--- src/rtl/gpio_in_filter.sv ---
// GPIO pad input receiver: per-bit two-flop synchroniser, optional stable-count
// glitch filter, edge detection and sticky W1C edge interrupts.
module gpio_in_filter #(
    parameter int N_GPIO        = 32,
    parameter int FILTER_CYCLES = 16
) (
    input  logic              clk_i,
    input  logic              rst_ni,
    input  logic [N_GPIO-1:0] gpio_i,
    input  logic [N_GPIO-1:0] filter_en_i,
    input  logic [N_GPIO-1:0] intr_rise_en_i,
    input  logic [N_GPIO-1:0] intr_fall_en_i,
    input  logic [N_GPIO-1:0] intr_clear_i,
    output logic [N_GPIO-1:0] data_in_o,
    output logic [N_GPIO-1:0] intr_state_o,
    output logic              intr_o
);

    localparam int CW = $clog2(FILTER_CYCLES + 1);
    localparam logic [CW-1:0] CNT_LAST = CW'(FILTER_CYCLES - 1);

    logic [N_GPIO-1:0] sync1_q, sync2_q;
    logic [N_GPIO-1:0] data_q, data_d;
    logic [N_GPIO-1:0] intr_q, intr_d;
    logic [N_GPIO-1:0] rise, fall;
    logic [CW-1:0]     cnt_q [N_GPIO];
    logic [CW-1:0]     cnt_d [N_GPIO];

    always_ff @(posedge clk_i or negedge rst_ni) begin
        if (!rst_ni) begin
            sync1_q <= '0;
            sync2_q <= '0;
        end else begin
            sync1_q <= gpio_i;
            sync2_q <= sync1_q;
        end
    end

    // A disabled filter passes the synchronised value straight through and
    // keeps its counter at zero, so re-enabling always requalifies from 0.
    always_comb begin
        data_d = data_q;
        cnt_d  = cnt_q;
        for (int unsigned i = 0; i < N_GPIO; i++) begin
            if (!filter_en_i[i]) begin
                data_d[i] = sync2_q[i];
                cnt_d[i]  = '0;
            end else if (sync2_q[i] == data_q[i]) begin
                cnt_d[i] = '0;
            end else if (cnt_q[i] == CNT_LAST) begin
                data_d[i] = sync2_q[i];
                cnt_d[i]  = '0;
            end else begin
                cnt_d[i] = cnt_q[i] + 1'b1;
            end
        end
    end

    assign rise = data_d & ~data_q;
    assign fall = ~data_d & data_q;

    // Setting has priority over a coincident clear.
    assign intr_d = (intr_q & ~intr_clear_i)
                  | (rise & intr_rise_en_i)
                  | (fall & intr_fall_en_i);

    always_ff @(posedge clk_i or negedge rst_ni) begin
        if (!rst_ni) begin
            data_q <= '0;
            intr_q <= '0;
            cnt_q  <= '{default: '0};
        end else begin
            data_q <= data_d;
            intr_q <= intr_d;
            cnt_q  <= cnt_d;
        end
    end

    assign data_in_o    = data_q;
    assign intr_state_o = intr_q;
    assign intr_o       = |intr_q;

endmodule

--- config.mk ---
export PLATFORM = sky130hd
export DESIGN_NAME = gpio_in_filter
export DESIGN_NICKNAME = d
export VERILOG_FILES = /design/src/rtl/gpio_in_filter.sv
export SDC_FILE = /design/constraint.sdc
export NUM_CORES = 1
export LEC_CHECK = 0
export BUFFER_PORTS_ARGS = -buffer_cell sky130_fd_sc_hd__buf_2
export CAP_MARGIN = 25
export CORE_UTILIZATION = 25
export DETAILED_ROUTE_END_ITERATION = 8
export GPL_TIMING_DRIVEN = 0
export PLACE_DENSITY = 0.38
export SYNTH_ARGS = -nofsm -noshare
export SYNTH_HDL_FRONTEND = slang
export SYNTH_SLANG_ARGS = --single-unit
--- constraint.sdc ---
create_clock -name clk_i -period 3.3 [get_ports clk_i]
set_input_delay 0.66 -clock clk_i [delete_from_list [all_inputs] [get_ports clk_i]]
set_output_delay 0.66 -clock clk_i [all_outputs]
set_load 0.005 [all_outputs]
==> flow_summary.ini <==
[power]
power_mw = 8.32
p_leak_nw = 6.89
power.density_nw_per_um2 = 572
ir_worst_vdd_v = 0.000331

[min_path]
holdCritPathClass = in -> async

[grt]
grt_pass1_vias = 8073
grtUsageMet1_pct = 14.7
antenna_found_initial = 6
grt-ovfl-total = 0
use_met3_pct = 3.40
grt_pass1_wl_microns = 41600
track_usage_pct = 11.1
grt_max_degree = 111
grt_util_met2_pct = 16.8
busiest_layer = met2

[yosys]
synth_area_leaders = dfrtp_1 63%, nor2_1 4.4%, xor2_1 4.0%
yosysTopAreaCellShare_pct = 63.0
synth_warnings = 0
synth_fp_nets = 1156
async_flop_share_pct = 100
synth.distinct_cells = 29
synth-edff-count = 0
postSynthCellCount = 962
synth_area_sq_um = 11400
synth.largest_area_cell = dfrtp_1
synth.avg_cell_area_sq_um = 11.9
synth_seq_area_share_pct = 63.0
synth-seq-cells = 288
synth_top_flop_cell = dfrtp_1

[placed_design]
place_ws_ps = 760
port-buffer-count = 226
dp_cells = 1792
dpl.hpwl_microns = 17800
globalplace.congestion = 0.719

[finish]
multi_input_area_sq_um = 4020
final_common_cell = dfrtp_1
fillCellCount = 4659
final_util_pct = 32.1
syn2layout_area_growth_pct = 27.1
seq_area_sq_um = 7210
final_cell_mix = 288 x dfrtp_1, 227 x buf_2, 135 x nor2_1, 62 x nand3_1, 57 x inv_1
drive_gt1_share_pct = 25.1
final_net_count = 1425
stdcell_count = 1859

[setup_path]
reg2reg_slack_ps = 1820
r2r-start = cnt_q[120]
crit_type = reg -> out
endpoint_kind = primary output
crit_path_end = intr_o
r2r_end = data_in_o[7]
required_ps = 2640
critical_path_peak_fanout = 3
r2r_cells = 4
crit_path_start_kind = register
crit_arrival_ps = 2240
crit_start = intr_state_o[1]

[routing]
wl_microns = 24800
detail-route-antenna-nets = 0
drt_iter0_markers = 266
drt_pre_antenna_iters = 4
num_vias = 7829
via_per_inst = 4.21
avgRoutedWirePerCell_microns = 13.4
drcViolationCount = 0

[timing]
finalSetupViolCount = 0
slew_headroom_pct = 46.6
fin_crit_sh_pct = 88.0
skew_ps = 14.4
worst_slew_pin_slew_ps = 793
maxSlewViolCount = 0
final_period_minus_worst_setup_slack_ps = 2900
finalWorstSetupSlack_ps = 396
whs_ps = 137
max_freq_ghz = 0.344
rsz0062_at_grt = no
hold_viol_final = 0

[floorplan]
die_area_sq_um = 46600
fp-row-count = 78
io_pins = 227
initial_utilization_pct = 25.3
die_x_microns = 216
core_area_sq_um = 45300
dieHeight_microns = 216

[clocking]
post-cts-setup-buffers = 0
cts_hold_buf = 0
clk_latency_ps = 530
clockBufferDepth = 3
cts_root_buffer = clkbuf_16
cts_resized = 0
path_clk_slew_ps = 50
clock_sinks = 288
cts_buffers = 37
cts_tree = yes
htreeDepth = 2

[job]
max_cap_violations = 0

[run_status]
outcome = complete, no violations
## power breakdown
group          leakage (nW)  internal (mW)  total [mW]  switching [mW]
Combinational          2.58          0.319       0.682           0.363
Sequential             3.74           3.72        3.86           0.149
Clock                 0.565           2.28        3.78            1.50
Total                  6.89           6.32        8.32            2.01
## final cells by class
class	count	share of cell area, %
Antenna cell	1	0.0172
Clock buffer	58	7.55
Clock inverter	8	0.327
Inverter	57	1.47
Multi-Input combinational cell	617	27.6
Sequential cell	288	49.6
Tap cell	600	5.16
Timing Repair Buffer	230	8.29
## metal layers
layer | wire length (microns) | part of all wire [%]
met1 | 11700 | 47
met2 | 10800 | 43
met3 | 1600 | 6.5
met4 | 720 | 2.9
met5 | 46 | 0.19
## synth_stat cells, drive strengths merged (16+ instances only)
master and count:
dfrtp 288, nor2 135, nand3 63, inv 57, xor2 52, o21ai 46, nand2 43, nor2b 38
ha 32, mux2 32, xnor2 24, a22oi 19, o21a 19, o22ai 19, o221ai 18, and3 16
## how the worst min path moves through the flow
| stage | endpoint | slack, ps | depth (start not counted) |
|---|---|---|---|
| CTS | sync1_q[30] | 130 | 1 |
| floorplan | sync2_q[0] | 330 | 0 |
| global placement | sync2_q[1] | 330 | 0 |
| global route | sync1_q[30] | 160 | 1 |
| finish | cnt_q[94] | 140 | 1 |
| detailed placement | sync2_q[24] | 330 | 0 |
## sequential cells by signal (all words and copies together) (netlist names)
signal,count
sync1_q,32
intr_state_o,32
data_in_o,32
cnt_q,160
sync2_q,32
## kinds of logic after synthesis
kind of cell	synth area share (%)
AO/OA/AOI/OAI	8.90
AND/OR/NAND/NOR	13.7
XOR/XNOR	5.82
multiplexers	3.18
adder cells (fa/ha/maj)	3.50
flip-flops	63.0
buffers and inverters	1.87
## critical path, stage by stage (launching register included)
cell and delay [ps]:
dfrtp_1 440, nor4_1 660, nand4_1 140, or2_2 320
buf_2 150
## metrics by stage
step                       TNS, ps  instance area (sq um)
final                            0                  14500
after global routing             0                  14500
after CTS                        0                  14500
after detailed placement         0                  13400
after global placement    -1268590                  13300
after floorplan                  0                  11400
Power figures use the tool's default switching activity.
